==> config.mk <==
export PLATFORM = sky130hd
export DESIGN_NAME = dispatch_ctrl_flat
export DESIGN_NICKNAME = d
export VERILOG_FILES = /design/src/rtl/buffer_pkgs.sv /design/src/rtl/dispatch_ctrl_if.sv /design/src/rtl/dispatch_ctrl.sv /design/src/flat_wrapper.sv
export SDC_FILE = /design/constraint.sdc
export NUM_CORES = 1
export LEC_CHECK = 0
export ABC_AREA = 1
export ABC_CLOCK_PERIOD_IN_PS = 2600
export BUFFER_PORTS_ARGS = -buffer_cell sky130_fd_sc_hd__clkbuf_2
export CAP_MARGIN = 20
export CORE_ASPECT_RATIO = 1.5
export CORE_MARGIN = 4
export CORE_UTILIZATION = 25
export CTS_CLUSTER_SIZE = 28
export DETAILED_ROUTE_END_ITERATION = 12
export PLACE_DENSITY_LB_ADDON = 0.2
export SYNTH_ARGS = -nofsm -noshare
export SYNTH_HDL_FRONTEND = slang
export SYNTH_SLANG_ARGS = --single-unit
==> constraint.sdc <==
create_clock -name clk_i -period 2.6 [get_ports clk_i]
set_input_delay 0 -clock clk_i [delete_from_list [all_inputs] [get_ports clk_i]]
set_output_delay 0 -clock clk_i [all_outputs]
set_load 0.1 [all_outputs]
==> src/rtl/buffer_pkgs.sv <==
// Shared decode-stage types: the decoded-instruction record handed from the
// decode skid buffer to dispatch, and the functional-unit selector inside it.
package buffer_pkgs;

    typedef enum logic [1:0] {
        FU_ALU    = 2'd0,
        FU_BRANCH = 2'd1,
        FU_MEM    = 2'd2
    } func_unit_t;

    typedef struct packed {
        func_unit_t  funcU;
        logic        rdUsed;
        logic [4:0]  rd;
        logic [15:0] imm;
    } decode_t;

endpackage

==> src/rtl/dispatch_ctrl_if.sv <==
// Bundle between decode, the dispatch controller and the three reservation
// stations. The controller uses the slave view; the surrounding pipeline
// (or a bench) drives through the master view.
interface dispatch_ctrl_if #(
    parameter type D     = buffer_pkgs::decode_t,
    parameter int  TAG_W = 4
);
    logic             flush_i;
    logic             valid_dec_i;
    logic             ready_dec_o;
    D                 data_dec_i;
    logic             alu_valid_o;
    logic             br_valid_o;
    logic             mem_valid_o;
    D                 data_o;
    logic [TAG_W-1:0] tag_o;
    logic             alu_credit_i;
    logic             br_credit_i;
    logic             mem_credit_i;
    logic             stall_o;
    logic             err_o;

    modport slave (
        input  flush_i, valid_dec_i, data_dec_i,
        input  alu_credit_i, br_credit_i, mem_credit_i,
        output ready_dec_o, stall_o, err_o,
        output alu_valid_o, br_valid_o, mem_valid_o, data_o, tag_o
    );

    modport master (
        output flush_i, valid_dec_i, data_dec_i,
        output alu_credit_i, br_credit_i, mem_credit_i,
        input  ready_dec_o, stall_o, err_o,
        input  alu_valid_o, br_valid_o, mem_valid_o, data_o, tag_o
    );
endinterface

==> src/rtl/dispatch_ctrl.sv <==
// Credit-based dispatch scheduler: steers each decoded instruction to the ALU,
// BRANCH or MEM reservation station named by funcU, tracks free RS slots with
// per-unit credit counters and stamps each dispatch with a wrapping tag.
// Unit index order everywhere: 0 = ALU, 1 = BRANCH, 2 = MEM.
module dispatch_ctrl #(
    parameter type D           = buffer_pkgs::decode_t,
    parameter int  ALU_CREDITS = 4,
    parameter int  BR_CREDITS  = 2,
    parameter int  MEM_CREDITS = 4,
    parameter int  TAG_W       = 4
) (
    input  logic            clk_i,
    input  logic            reset_i,
    dispatch_ctrl_if.slave  bus
);

    localparam logic [2:0][3:0] CREDIT_MAX = {4'(MEM_CREDITS), 4'(BR_CREDITS), 4'(ALU_CREDITS)};

    // Next credit count: a same-cycle dispatch and return cancel; a return
    // into a full counter is dropped (reported separately as overflow).
    function automatic logic [3:0] credit_next(input logic [3:0] cnt, input logic [3:0] cap,
                                               input logic take, input logic give);
        logic [3:0] res;
        if (give && !take && (cnt == cap)) begin
            res = cnt;
        end else if (give && !take) begin
            res = cnt + 4'd1;
        end else if (take && !give) begin
            res = cnt - 4'd1;
        end else begin
            res = cnt;
        end
        return res;
    endfunction

    // A returned credit with no room for it is a protocol violation.
    function automatic logic credit_overflow(input logic [3:0] cnt, input logic [3:0] cap,
                                             input logic take, input logic give);
        return give && !take && (cnt == cap);
    endfunction

    logic [2:0][3:0]  cnt_r;
    logic [2:0][3:0]  cnt_nxt_s;
    logic [2:0]       ovf_s;
    logic [2:0]       unit_vec_s;
    logic [3:0]       sel_cnt_s;
    logic             has_credit_s;
    logic             fire_s;
    logic [2:0]       fire_vec_s;
    logic [2:0]       credit_s;
    logic [2:0]       valid_r;
    D                 data_r;
    logic [TAG_W-1:0] tag_r;
    logic [TAG_W-1:0] next_tag_r;
    logic             err_r;

    assign credit_s = {bus.mem_credit_i, bus.br_credit_i, bus.alu_credit_i};

    // Decode the target unit and pick its registered credit count.
    always_comb begin
        unit_vec_s = 3'b000;
        sel_cnt_s  = 4'd0;
        case (bus.data_dec_i.funcU)
            buffer_pkgs::FU_ALU: begin
                unit_vec_s = 3'b001;
                sel_cnt_s  = cnt_r[0];
            end
            buffer_pkgs::FU_BRANCH: begin
                unit_vec_s = 3'b010;
                sel_cnt_s  = cnt_r[1];
            end
            buffer_pkgs::FU_MEM: begin
                unit_vec_s = 3'b100;
                sel_cnt_s  = cnt_r[2];
            end
            default: begin
                unit_vec_s = 3'b000;
                sel_cnt_s  = 4'd0;
            end
        endcase
    end

    assign has_credit_s    = (sel_cnt_s != 4'd0);
    assign bus.ready_dec_o = !bus.flush_i && has_credit_s;
    assign bus.stall_o     = bus.valid_dec_i && !bus.flush_i && !has_credit_s;
    assign fire_s          = bus.valid_dec_i && bus.ready_dec_o;
    assign fire_vec_s      = fire_s ? unit_vec_s : 3'b000;

    // Per-unit credit bookkeeping for the coming edge.
    always_comb begin
        cnt_nxt_s = cnt_r;
        ovf_s     = 3'b000;
        for (int u = 0; u < 3; u++) begin
            cnt_nxt_s[u] = credit_next(cnt_r[u], CREDIT_MAX[u], fire_vec_s[u], credit_s[u]);
            ovf_s[u]     = credit_overflow(cnt_r[u], CREDIT_MAX[u], fire_vec_s[u], credit_s[u]);
        end
    end

    // Dispatch registers, credit counters, tag generator and sticky error.
    always_ff @(posedge clk_i) begin
        if (reset_i) begin
            valid_r    <= 3'b000;
            data_r     <= '0;
            tag_r      <= '0;
            next_tag_r <= '0;
            err_r      <= 1'b0;
            cnt_r      <= CREDIT_MAX;
        end else begin
            valid_r <= fire_vec_s;
            if (fire_s) begin
                data_r     <= bus.data_dec_i;
                tag_r      <= next_tag_r;
                next_tag_r <= next_tag_r + TAG_W'(1'b1);
            end
            // The RSs empty on flush, so every counter returns to full and
            // any credit returned in the same cycle is already accounted for.
            if (bus.flush_i) begin
                cnt_r <= CREDIT_MAX;
            end else begin
                cnt_r <= cnt_nxt_s;
                if (|ovf_s) begin
                    err_r <= 1'b1;
                end
            end
        end
    end

    assign bus.alu_valid_o = valid_r[0];
    assign bus.br_valid_o  = valid_r[1];
    assign bus.mem_valid_o = valid_r[2];
    assign bus.data_o      = data_r;
    assign bus.tag_o       = tag_r;
    assign bus.err_o       = err_r;

endmodule
==> src/flat_wrapper.sv <==
// flat-port wrapper written by rule: the top's interface ports become plain ports
module dispatch_ctrl_flat 
#(
    parameter type D           = buffer_pkgs::decode_t,
    parameter int  ALU_CREDITS = 4,
    parameter int  BR_CREDITS  = 2,
    parameter int  MEM_CREDITS = 4,
    parameter int  TAG_W       = 4
)
  (clk_i, reset_i, bus_flush_i, bus_valid_dec_i, bus_data_dec_i, bus_alu_credit_i, bus_br_credit_i, bus_mem_credit_i, bus_ready_dec_o, bus_stall_o, bus_err_o, bus_alu_valid_o, bus_br_valid_o, bus_mem_valid_o, bus_data_o, bus_tag_o);
  dispatch_ctrl_if #(.D(D), .TAG_W(TAG_W)) bus_i ();
  input  logic clk_i;
  input  logic reset_i;
  input wire logic [$bits(bus_i.flush_i)-1:0] bus_flush_i;
  input wire logic [$bits(bus_i.valid_dec_i)-1:0] bus_valid_dec_i;
  input wire logic [$bits(bus_i.data_dec_i)-1:0] bus_data_dec_i;
  input wire logic [$bits(bus_i.alu_credit_i)-1:0] bus_alu_credit_i;
  input wire logic [$bits(bus_i.br_credit_i)-1:0] bus_br_credit_i;
  input wire logic [$bits(bus_i.mem_credit_i)-1:0] bus_mem_credit_i;
  output wire logic [$bits(bus_i.ready_dec_o)-1:0] bus_ready_dec_o;
  output wire logic [$bits(bus_i.stall_o)-1:0] bus_stall_o;
  output wire logic [$bits(bus_i.err_o)-1:0] bus_err_o;
  output wire logic [$bits(bus_i.alu_valid_o)-1:0] bus_alu_valid_o;
  output wire logic [$bits(bus_i.br_valid_o)-1:0] bus_br_valid_o;
  output wire logic [$bits(bus_i.mem_valid_o)-1:0] bus_mem_valid_o;
  output wire logic [$bits(bus_i.data_o)-1:0] bus_data_o;
  output wire logic [$bits(bus_i.tag_o)-1:0] bus_tag_o;
  assign bus_i.flush_i = bus_flush_i;
  assign bus_i.valid_dec_i = bus_valid_dec_i;
  assign bus_i.data_dec_i = bus_data_dec_i;
  assign bus_i.alu_credit_i = bus_alu_credit_i;
  assign bus_i.br_credit_i = bus_br_credit_i;
  assign bus_i.mem_credit_i = bus_mem_credit_i;
  assign bus_ready_dec_o = bus_i.ready_dec_o;
  assign bus_stall_o = bus_i.stall_o;
  assign bus_err_o = bus_i.err_o;
  assign bus_alu_valid_o = bus_i.alu_valid_o;
  assign bus_br_valid_o = bus_i.br_valid_o;
  assign bus_mem_valid_o = bus_i.mem_valid_o;
  assign bus_data_o = bus_i.data_o;
  assign bus_tag_o = bus_i.tag_o;
  dispatch_ctrl #(.D(D), .ALU_CREDITS(ALU_CREDITS), .BR_CREDITS(BR_CREDITS), .MEM_CREDITS(MEM_CREDITS), .TAG_W(TAG_W)) u_core (.clk_i(clk_i), .reset_i(reset_i), .bus(bus_i));
endmodule
==> flow_summary_export.csv <==
group,metric,value,unit
die,die_h,125,microns
timing,clock_skew,5.91,ps
route,wl,5390,microns
timing,period_share,90.2,%
setup_path,criticalPathCategory,"reg2reg",
job,drv_cap,0,
placement,dpl_cell_area,2670,sq um
clock_network,cts_setup_buffers,0,
cells_and_area,layout.nets,417,
clock_network,cts-hold-fix-buffers,22,
global_route,grtUsageMet3,2.18,%
clock_network,cts_buffers,5,
route,wl_per_cell,11.1,microns
die,core_region_area,8830,sq um
global_route,use_met1,12.9,%
timing,clock.fmax,0.426,GHz
route,via_per_inst,4.32,
synth,seq_area_frac_synth,42.5,%
clock_network,clock_latency,280,ps
power,power,1.99,mW
cells_and_area,drive_above_1_share,26.0,%
clock_network,cts_htree_levels,2,
global_route,antenna_found_initial,0,
global_route,grt-ovfl-total,0,
cells_and_area,area_growth,35.0,%
synth,syn_area_per_cell,7.75,sq um
synth,ys.flop_type,"dfxtp_1",
timing,finalSetupTns,0,ps
clock_network,cts_resized,0,
setup_path,arrival,2570,ps
clock_network,tritoncts,"yes",
placement,pre_cts_slack,242,ps
timing,setup_violations,0,
synth,netlist_top_cells_count,"nor2_1, dfxtp_1, nand2_1",
setup_path,setup.worst_path.start,"u_core.cnt_r[0]",
placement,hpwlAfterDp,3930,microns
global_route,grt-busiest-layer,"met2",
synth,synth_warnings,0,
synth,async_flop_share,0,%
timing,setup_slack,255,ps
synth,post-synth-top-area-fraction,42.5,%
synth,syn_inst,292,
clock_network,clk_pin_slew_worst_paths,60,ps
run_status,status,"complete, no violations",
timing,hold_violations,0,
clock_network,cts-root-buf,"clkbuf_16",
timing,rsz0062_at_grt,"false",
global_route,grt_pass1_wl,9260,microns
timing,fin_crit,2340,ps
power,p_leak,1.44,nW
route,drc_errors,0,
min_path,min_from,"reset_i",
synth,synth_most_common_cell,"nor2_1",
timing,relSlewSlack,45.0,%
setup_path,crit_required,2820,ps
cells_and_area,num-fill-cells,948,
setup_path,worstSetupEndpointType,"flop",
timing,maxSlewViolCount,0,
setup_path,start_kind,"flop",
timing,worst_slew_pin_slew,824,ps
global_route,track_usage,10.5,%
clock_network,clkSinkCount,48,
die,rows,42,
route,postRouteAntennaNets,0,
power,peakVddDrop,0.304,mV
route,drt-initial-drc-count,37,
placement,port_buffers,64,
global_route,gr-usage-met2,17.7,%
power,p_per_area,651,nW/um^2
setup_path,r2r_setup_slack,260,ps
synth,syn-num-nets,333,
die,die_w,85.7,microns
synth,synth_area_leaders,"dfxtp_1, nor2_1, nand2_1, o21ai_0, o21ai_1",
cells_and_area,stdcell_area,3050,sq um
die,start_util,25.6,%
die,dieArea,10700,sq um
placement,gp_congestion,0.746,
min_path,hp-class,"in2reg",
clock_network,cts.path.max_buffers,2,
setup_path,cp_max_fo,9,
global_route,grt_max_degree,31,
cells_and_area,diodes,0,
route,dr.pass1.iters,4,
synth,synth_top_area_cell,"dfxtp_1",
setup_path,rr_startpoint,"u_core.cnt_r[0]",
global_route,grt_pass1_vias,2050,
synth,synth_seq_cells,48,
synth,synth_edf_count,0,
route,route.vias.total,2104,
die,boundaryPins,65,
synth,syn_area,2260,sq um
synth,ys_types,30,
-- sequential cells by signal, indices dropped and copies added (netlist names) --
name	cells
u_core.valid_r	3
u_core.cnt_r	12
u_core.next_tag_r	4
u_core.bus.data_o	24
u_core.bus.err_o	1
u_core.bus.tag_o	4
-- layer usage --
layer | share of wire [%] | vias up
met1 | 46 | 916
met2 | 46 | 56
li1 | - | 1122
met3 | 5.7 | 10
met5 | 0 | -
met4 | 2.1 | 0
-- final timing paths --
kind	endpoint	cells past startpoint
setup / recovery	u_core.cnt_r[7]	16
hold / removal	u_core.bus.data_o[23]	2
setup reg to reg	u_core.cnt_r[7]	16
hold reg to reg	u_core.bus.err_o	2
-- where the power goes --
group | switching (mW) | leakage (nW) | internal (mW)
Sequential | 0.0205 | 0.391 | 0.771
Combinational | 0.364 | 0.970 | 0.118
Clock | 0.261 | 0.0808 | 0.452
Total | 0.646 | 1.44 | 1.34
-- cells by family (layout without fill, tap and decap cells) --
kind of cell	count (synthesis)	count (layout)	share of synthesized area (%)
AND/OR/NAND/NOR	137	137	29.5
AO/OA/AOI/OAI	56	56	12.7
flip-flops	48	48	42.5
buffers and inverters	38	123	7.63
adder cells (fa/ha/maj)	10	10	6.53
XOR/XNOR	3	3	1.16
-- stage by stage --
step                      instances  util (%)  hold WS [ps]
final                           487      34.6          14.3
after global routing            487      34.6          24.6
after CTS                       487      34.6          10.7
after detailed placement        457      30.2           250
after global placement          457      30.2           238
after floorplan                 292         -           146
-- critical path: stages, from the launching register on --
cell,delay (ps)
dfxtp_1,350
nor2_1,200
nand2_1,90
nand2_2,80
nand3_4,150
nand3_2,170
nand2_2,120
ha_1,350
nand2_1,80
nand2_1,40
a31oi_1,220
inv_1,80
nand2_2,70
nand2_1,60
nor2_2,90
nor2_1,40
nor2_1,80
-- cell type report --
cell class	instances	area (sq um)	share of cell area, %
Multi-Input combinational cell	206	1130	37.1
Timing Repair Buffer	88	556	18.2
Inverter	27	101	3.32
Sequential cell	48	961	31.5
Clock buffer	6	129	4.22
Tap cell	110	138	4.51
Clock inverter	2	35.0	1.15
-- placed cells by master, fill, tap and decap left out --
master and instances:
a21oi_1 15, a31oi_1 3, buf_4 2, bufinv_16 1
clkbuf_1 1, clkbuf_16 5, clkbuf_2 64, clkinv_2 1
dfxtp_1 48, dlygate4sd3_1 22, fa_1 3, ha_1 7
inv_1 23, inv_2 4, nand2_1 32, nand2_2 7
nand2_4 1, nand3_1 5, nand3_2 4, nand3_4 3
nand3b_1 1, nand4_1 8, nor2_1 70, nor2_2 3
nor2_4 1, nor2_8 1, nor3_2 1, o211ai_1 1
o21ai_0 19, o21ai_1 18, xnor2_1 1, xor2_1 2
(Power assumes the default switching activity.)
